### config.mk
export PLATFORM = sky130hd
export DESIGN_NAME = reg_context_engine_flat
export DESIGN_NICKNAME = d
export VERILOG_FILES = /design/src/rtl/reg_context_engine_if.sv /design/src/rtl/reg_context_engine.sv /design/src/flat_wrapper.sv
export SDC_FILE = /design/constraint.sdc
export NUM_CORES = 1
export LEC_CHECK = 0
export CORE_MARGIN = 4
export CORE_UTILIZATION = 38
export DETAILED_ROUTE_END_ITERATION = 8
export PLACE_DENSITY = 0.78
export SLEW_MARGIN = 20
export SYNTH_ARGS = -nofsm -noshare
export SYNTH_HDL_FRONTEND = slang
export SYNTH_SLANG_ARGS = --single-unit
### constraint.sdc
create_clock -name clk -period 2.4 [get_ports clk]
set_input_delay 0.36 -clock clk [delete_from_list [all_inputs] [get_ports clk]]
set_output_delay 0.36 -clock clk [all_outputs]
set_load 0.05 [all_outputs]
### src/rtl/reg_context_engine_if.sv
// rtl/reg_context_engine_if.sv - control, register-file and memory bus bundle for the context engine
// master = the engine, slave = the surrounding control unit / regfile / memory.
interface reg_context_engine_if #(
  parameter int DATA_W = 24,
  parameter int ADDR_W = 24
);
  logic              start;
  logic              mode;
  logic [ADDR_W-1:0] base_addr;
  logic              busy;
  logic              done;
  logic [4:0]        rf_read_index;
  logic [DATA_W-1:0] rf_read_data;
  logic [4:0]        rf_write_index;
  logic [DATA_W-1:0] rf_write_data;
  logic              rf_write_enable;
  logic [ADDR_W-1:0] mem_addr;
  logic [DATA_W-1:0] mem_wdata;
  logic              mem_we;
  logic              mem_re;
  logic [DATA_W-1:0] mem_rdata;
  logic              mem_ready;

  modport master (
    input  start, mode, base_addr, rf_read_data, mem_rdata, mem_ready,
    output busy, done, rf_read_index, rf_write_index, rf_write_data,
           rf_write_enable, mem_addr, mem_wdata, mem_we, mem_re
  );

  modport slave (
    output start, mode, base_addr, rf_read_data, mem_rdata, mem_ready,
    input  busy, done, rf_read_index, rf_write_index, rf_write_data,
           rf_write_enable, mem_addr, mem_wdata, mem_we, mem_re
  );
endinterface

### src/rtl/reg_context_engine.sv
// rtl/reg_context_engine.sv - register-file context save/restore initiator
// Walks all registers between the register file and consecutive memory words.
module reg_context_engine #(
  parameter int NUM_REGS  = 32,
  parameter int NUM_SHORT = 28,
  parameter int DATA_W    = 24,
  parameter int ADDR_W    = 24
) (
  input  logic                 clk,
  input  logic                 reset_n,
  reg_context_engine_if.master bus
);

  typedef enum logic [2:0] {
    IDLE,
    SAVE_REQ,
    REST_REQ,
    REST_WR,
    DONE
  } state_t;

  localparam logic [DATA_W-1:0] SHORT_MASK = DATA_W'((1 << 16) - 1);

  state_t            state;
  logic [4:0]        idx;
  logic [ADDR_W-1:0] base_q;
  logic              mode_q;
  logic [DATA_W-1:0] data_q;

  logic is_last;
  logic is_short;
  logic in_save;
  logic in_rest_req;
  logic in_rest_wr;

  assign is_last     = (int'(idx) == NUM_REGS - 1);
  assign is_short    = (int'(idx) < NUM_SHORT);
  assign in_save     = (state == SAVE_REQ);
  assign in_rest_req = (state == REST_REQ);
  assign in_rest_wr  = (state == REST_WR);

  function automatic logic [DATA_W-1:0] fit_width(input logic [DATA_W-1:0] d, input logic short_reg);
    fit_width = short_reg ? (d & SHORT_MASK) : d;
  endfunction

  always_ff @(posedge clk or negedge reset_n) begin
    if (!reset_n) begin
      state  <= IDLE;
      idx    <= '0;
      base_q <= '0;
      mode_q <= 1'b0;
      data_q <= '0;
    end else begin
      case (state)
        IDLE: begin
          if (bus.start) begin
            mode_q <= bus.mode;
            base_q <= bus.base_addr;
            idx    <= '0;
            state  <= bus.mode ? REST_REQ : SAVE_REQ;
          end
        end
        SAVE_REQ: begin
          if (bus.mem_ready) begin
            if (is_last) state <= DONE;
            else         idx   <= idx + 5'd1;
          end
        end
        REST_REQ: begin
          if (bus.mem_ready) begin
            data_q <= bus.mem_rdata;
            state  <= REST_WR;
          end
        end
        REST_WR: begin
          if (is_last) begin
            state <= DONE;
          end else begin
            idx   <= idx + 5'd1;
            state <= REST_REQ;
          end
        end
        DONE:    state <= IDLE;
        default: state <= IDLE;
      endcase
    end
  end

  // Outputs decode only registered state, so reset forces them low at once.
  assign bus.busy            = (state != IDLE);
  assign bus.done            = (state == DONE);
  assign bus.mem_we          = in_save && !mode_q;
  assign bus.mem_re          = in_rest_req && mode_q;
  assign bus.mem_addr        = (in_save || in_rest_req) ? (base_q + ADDR_W'(idx)) : '0;
  assign bus.rf_read_index   = in_save ? idx : 5'd0;
  assign bus.mem_wdata       = in_save ? fit_width(bus.rf_read_data, is_short) : '0;
  assign bus.rf_write_enable = in_rest_wr;
  assign bus.rf_write_index  = in_rest_wr ? idx : 5'd0;
  assign bus.rf_write_data   = in_rest_wr ? fit_width(data_q, is_short) : '0;

endmodule

### src/flat_wrapper.sv
// flat-port wrapper written by rule: the top's interface ports become plain ports
module reg_context_engine_flat 
#(
  parameter int NUM_REGS  = 32,
  parameter int NUM_SHORT = 28,
  parameter int DATA_W    = 24,
  parameter int ADDR_W    = 24
)
  (clk, reset_n, bus_start, bus_mode, bus_base_addr, bus_rf_read_data, bus_mem_rdata, bus_mem_ready, bus_busy, bus_done, bus_rf_read_index, bus_rf_write_index, bus_rf_write_data, bus_rf_write_enable, bus_mem_addr, bus_mem_wdata, bus_mem_we, bus_mem_re);
  reg_context_engine_if #(.DATA_W(DATA_W), .ADDR_W(ADDR_W)) bus_i ();
  input  logic clk;
  input  logic reset_n;
  input wire logic [$bits(bus_i.start)-1:0] bus_start;
  input wire logic [$bits(bus_i.mode)-1:0] bus_mode;
  input wire logic [$bits(bus_i.base_addr)-1:0] bus_base_addr;
  input wire logic [$bits(bus_i.rf_read_data)-1:0] bus_rf_read_data;
  input wire logic [$bits(bus_i.mem_rdata)-1:0] bus_mem_rdata;
  input wire logic [$bits(bus_i.mem_ready)-1:0] bus_mem_ready;
  output wire logic [$bits(bus_i.busy)-1:0] bus_busy;
  output wire logic [$bits(bus_i.done)-1:0] bus_done;
  output wire logic [$bits(bus_i.rf_read_index)-1:0] bus_rf_read_index;
  output wire logic [$bits(bus_i.rf_write_index)-1:0] bus_rf_write_index;
  output wire logic [$bits(bus_i.rf_write_data)-1:0] bus_rf_write_data;
  output wire logic [$bits(bus_i.rf_write_enable)-1:0] bus_rf_write_enable;
  output wire logic [$bits(bus_i.mem_addr)-1:0] bus_mem_addr;
  output wire logic [$bits(bus_i.mem_wdata)-1:0] bus_mem_wdata;
  output wire logic [$bits(bus_i.mem_we)-1:0] bus_mem_we;
  output wire logic [$bits(bus_i.mem_re)-1:0] bus_mem_re;
  assign bus_i.start = bus_start;
  assign bus_i.mode = bus_mode;
  assign bus_i.base_addr = bus_base_addr;
  assign bus_i.rf_read_data = bus_rf_read_data;
  assign bus_i.mem_rdata = bus_mem_rdata;
  assign bus_i.mem_ready = bus_mem_ready;
  assign bus_busy = bus_i.busy;
  assign bus_done = bus_i.done;
  assign bus_rf_read_index = bus_i.rf_read_index;
  assign bus_rf_write_index = bus_i.rf_write_index;
  assign bus_rf_write_data = bus_i.rf_write_data;
  assign bus_rf_write_enable = bus_i.rf_write_enable;
  assign bus_mem_addr = bus_i.mem_addr;
  assign bus_mem_wdata = bus_i.mem_wdata;
  assign bus_mem_we = bus_i.mem_we;
  assign bus_mem_re = bus_i.mem_re;
  reg_context_engine #(.NUM_REGS(NUM_REGS), .NUM_SHORT(NUM_SHORT), .DATA_W(DATA_W), .ADDR_W(ADDR_W)) u_core (.clk(clk), .reset_n(reset_n), .bus(bus_i));
endmodule
After elaboration in Yosys (flattened, before gate mapping):

Cells that the tools add are included.

* bits in latches: 0
* RAM bits: 0
* output and inout bits: 87
* input bits: 77
* flip-flop bits (word level): 57
* memories kept: 0
* ROM bits: 0
* word-level logic and storage cells: 46

* shift operators: 0
* eq/ne operators: 9
* multipliers: 0
* bitwise logic cells: 0
* reductions and logical operators: 11
* add/subtract/negate cells: 2
* magnitude comparators: 1
* multiplexer cells: 18
* div/mod/pow operators: 0

Operators with widths (number)
* 2-to-1 mux 24 bit: 5
* 2-to-1 mux 5 bit: 5
* adder 24 x 5 -> 24 bit: 1
* 2-to-1 mux 3 bit: 5
* case mux 5 bit (3 select lines): 1
* case mux 3 bit (4 select lines): 1
* equality test 3 x 2 -> 1 bit (second input constant): 2
* != test 2 bit (second input constant): 3
* nonzero test 3 bit: 2
* adder 5 x 1 -> 5 bit (second input constant): 1
* equality test 5 x 1 -> 1 bit (second input constant): 1
* < comparator 5 bit (second input constant): 1
* AND reduction 2 bit: 2
* AND reduction 4 bit: 1
* equality test 3 x 1 -> 1 bit (second input constant): 1
* equality test 3 bit (second input constant): 1
* logical NOT 3 bit: 1
* AND reduction 3 bit: 1
* logical AND 1 bit: 2
* 2-to-1 mux 2 bit: 1
* != test 2 x 1 -> 1 bit (second input constant): 1
* logical NOT 1 bit: 1
* logical OR 1 bit: 1

Logic depth before layout (Yosys ltp):

Gate-level depths: netlist (run 1).

* depth after elaboration: 4
* mapped depth: 7
* mapped depth without buffers: 7

Worst setup path before layout (run 1):

Ideal clock, no wire load.

* kind: reg2out
* from: reg u_core.idx[0]
* to: out bus_mem_addr[16]
* arrival: 2.835 ns
* required time: 2.040 ns
* stages on the path, launching flop included: 8
* path buffers: 1
* setup slack: -0.795 ns
* cell sequence: dfrtp_1 ha_1 fa_1 a21o_1 a221oi_1 buf_2 o21ai_0 a21oi_1

* word-level cells in the longest chain between the ends: 2

Ends and longest elaborated chain
* start, declared: line reg_context_engine.sv:25 `logic [4:0] idx;`
* start signal, assigned: line reg_context_engine.sv:66 `else idx <= idx + 5'd1;`
* start signal, assigned: line reg_context_engine.sv:79 `idx <= idx + 5'd1;`
* adder 24 x 5 -> 24 bit: line reg_context_engine.sv:94 `assign bus.mem_addr = (in_save || in_rest_req) ? (base_q + ADDR_W'(idx)) : '0;`
* 2-to-1 mux 24 bit: line reg_context_engine.sv:94
* end, declared: line flat_wrapper.sv:25 `output wire logic [$bits(bus_i.mem_addr)-1:0] bus_mem_addr;`

No other way between the ends.

Final worst setup path (run 1):

Ends and elaborated chain as after synthesis.

==> results.md, run 1 <==
* Post-Synthesis Cell Area at 0.00348 mm2
* Worst-path maximum fanout at 9
* Setup Skew at 0.00946 ns
* Clock insertion delay at the later pin of the skew report at 0.34 ns
* DR pass1 iterations at 4
* Routed wl met2 at 6.88 mm
* Share of synthesized registers carrying an async set or reset at 100%
* CTS root buffer: clkbuf_8
* Max Cap Viol at 0
* Worst Setup Start Kind: register
* Fmax at 0.353 GHz
* Grt total ovfl at 0
* CTS Buf Count at 9
* Library cells used by synthesis at 42
* Status: finished, violations left
* Leakage at 2.96 nW
* Number of global-route vias before repair at 4058
* Dominant synthesized flop cell: dfrtp_1
* CP Cell Sequence: ha_2 -> fa_2 -> a21o_1 -> a221oi_4 -> buf_12 -> o21ai_1 -> a21oi_4 -> buf_12
* Post-synthesis register bit count at 57
* Final Power at 0.00997 W
* Final worst-path setup slack at -0.434 ns
* Starting Density at 39.5%
* Reg2Reg Setup Slack at 0.10 ns
* DR WL met3 at 1.43 mm
* Register area share after synthesis at 41.0%
* Share of cells above drive strength 1 at 48.5%
* RSZ-0062 raised after global routing: true
* Final setup viols at 19
* H-tree depth at 3
* Post-detailed-route wirelength per cell at 19.9 um
* Layout area overhead at 106%
* 1st-iter DRT viols at 165
* Ys Warns at 0
* Routability cong. at 0.876
* Number of synthesized flops with an enable pin at 0
* Slew HR at 68.0%
* Slew @ Worst Pin at 0.478 ns
* Antenna viol nets, final at 0
* Top Layer Used: met4
* Commonest non-fill, non-tap cell in the layout: buf_12
* Layout net count at 639
* Std cell rows at 34
* Post-Synthesis Cells at 349
* Initial antenna violation count at 0
* Via count at 3702
* CP arrival at 2.47 ns
* Die W at 104 um
* Largest net degree at the start of global routing at 58
* Max VDD drop at 0.635 mV
* Power Dens Cells at 1390 mW/mm2
* CTS Hold Bufs at 0
* Post-Route WL at 13.3 mm
* DR vias/cell at 5.55
* GRT Total Usage at 24.5%
* CP required at 2.04 ns
* Worst hold margin at 0.0169 ns
* Core Footprint at 0.00881 mm2
* PortBufs at 163
* TritonCTS clock tree: yes
* DPL Wire Length at 9.20 mm
* First-pass GRT wire length at 21.3 mm
* Critical path class: reg2out
* Max clock buf depth at 2
* Cell count after placement at 631
* CTS sink cnt at 57
* Crit path max-delay cell type: dfrtp_1
* Total Die Area at 0.0108 mm2
* Residual DRC count at 0
* Pre-CTS WS at -0.156 ns
* HP Class: in2async
* Crit path top cell by count: buf_12
* Synthesized net count at 434
* Final hold violations at 0
* Clock-pin slew on the worst setup and hold paths at 0.07 ns
* Crit path largest cell delay at 0.39 ns
* M1 WL at 4.68 mm
* Commonest non-fill, non-tap cells in the layout: buf_12, clkdlybuf4s50_1, dfrtp_1, mux2_2, buf_4
* Minimum clock period at 2.83 ns
* Fin. max-slew vios at 0
* Synthesized area per cell at 9.98 um2
* Crit end category: primary output
* Die Span Y at 104 um
* Fin crit share at 118%
* I/O pin count at 164
* Final std cells w/o fill at 667
* Antenna Cells at 0
* Violated checks: negative setup slack
==> Yosys cell counts (2+ instances only) <==
master	instances	share of area, %
dfrtp_1	57	41
mux2_2	48	16
and2_1	40	7.2
and3_1	28	5.0
a21oi_1	17	2.4
nand2_1	16	1.7
o21ai_0	14	2.0
nor2_1	13	1.4
o31ai_1	13	2.8
clkbuf_1	11	1.2
or4_1	10	2.2
or3_1	9	1.6
buf_2	7	1.0
ha_1	7	2.5
nand3_1	6	0.86
nand4_1	6	1.1
inv_1	5	0.54
nor4_1	5	0.90
and4_1	4	1.0
a21o_1	3	0.65
mux2i_1	3	0.86
nor3_1	3	0.43
xnor2_1	3	0.75
a211oi_1	2	0.43
buf_6	2	0.65
==> sequential cells by signal (all words and copies together), names as in the netlist <==
signal         cells
u_core.base_q     24
u_core.data_q     24
u_core.idx         5
u_core.state       3
u_core.mode_q      1
==> power breakdown <==
group / switching (W) / leakage (nW) / internal [W] / total (W)
combinational: 0.00379 / 2.17 / 0.00332 / 0.00712
clock: 0.000425 / 0.105 / 0.000614 / 0.00104
sequential: 0.000387 / 0.686 / 0.00143 / 0.00181
total: 0.00461 / 2.96 / 0.00536 / 0.00997
==> area by class of cell <==
cell class	instances	area, um2
flip-flops and latches	57	1430
multi-input cells	263	2410
clock inverters	6	91.3
repair buffers	216	2940
inverters	7	26.3
well taps	108	135
clock buffers	10	138
fillers	475	1640
==> stage by stage <==
| step | util [%] | area (um2) | TNS (ns) |
|---|---|---|---|
| 3_5_place_dp | 73.7 | 6490 | -1.50 |
| 2_1_floorplan | - | 3720 | -2.61 |
| 6_report | 81.4 | 7160 | -6.24 |
| 3_3_place_gp | 73.7 | 6490 | -0.795 |
| 5_1_grt | 81.4 | 7160 | -7.92 |
| 4_1_cts | 80.1 | 7050 | -6.55 |
==> cells by family after synthesis <==
group,count (synthesis),synth area share [%]
mux,51,16.4
xor+xnor,4,1.01
buf+inv,29,3.92
compound gates,57,10.2
flops,57,41.0
fa+ha+maj,8,3.09
simple gates,143,24.4
==> timing repair <==
item / in CTS / in global routing
pin swaps: 21 / 10
buffers inserted: 15 / 4
resized for setup: 44 / 23
setup endpoints to repair: 29 / 54
cloned: 2 / 0
==> critical path: cells and delay by family, from the launching register on <==
kind	cells	cell delay [ns]
compound gates	4	0.85
flops	1	0.39
fa+ha+maj	2	0.58
buf+inv	2	0.32
==> layer usage <==
metal	vias to the layer above	global-route usage, %
li1	1686	-
met1	1819	25.5
met2	170	43.1
met3	27	12.5
met4	0	7.31
met5	-	0
==> path summary, 6_finish.rpt <==
check | end | startpoint | depth (start not counted)
worst max-delay path | bus_mem_addr[16] | u_core.idx[0]$_DFFE_PN0P_ | 8
worst min-delay path | u_core.base_q[10]$_DFFE_PN0P_ | reset_n | 2
worst max register to register | u_core.idx[3]$_DFFE_PN0P_ | u_core.idx[0]$_DFFE_PN0P_ | 8
worst min register to register | u_core.data_q[19]$_DFFE_PN0P_ | u_core.data_q[19]$_DFFE_PN0P_ | 1
max in group asynchronous | u_core.state[1]$_DFFE_PN0P_ | reset_n | 2
min in group clk | u_core.data_q[19]$_DFFE_PN0P_ | u_core.data_q[19]$_DFFE_PN0P_ | 1
(Power assumes the default switching activity.)
==> run 2, diff against run 1 <==
SLEW_MARGIN = unset   (was 20)
==> results of run 2 <==
No change in the layout: final DEF, timing and power equal those of run 1.
==> run 3, diff against run 2 <==
ABC_CLOCK_PERIOD_IN_PS = 2400   (was unset)
==> results of run 3 <==
No change in the layout: final DEF, timing and power equal those of run 1.
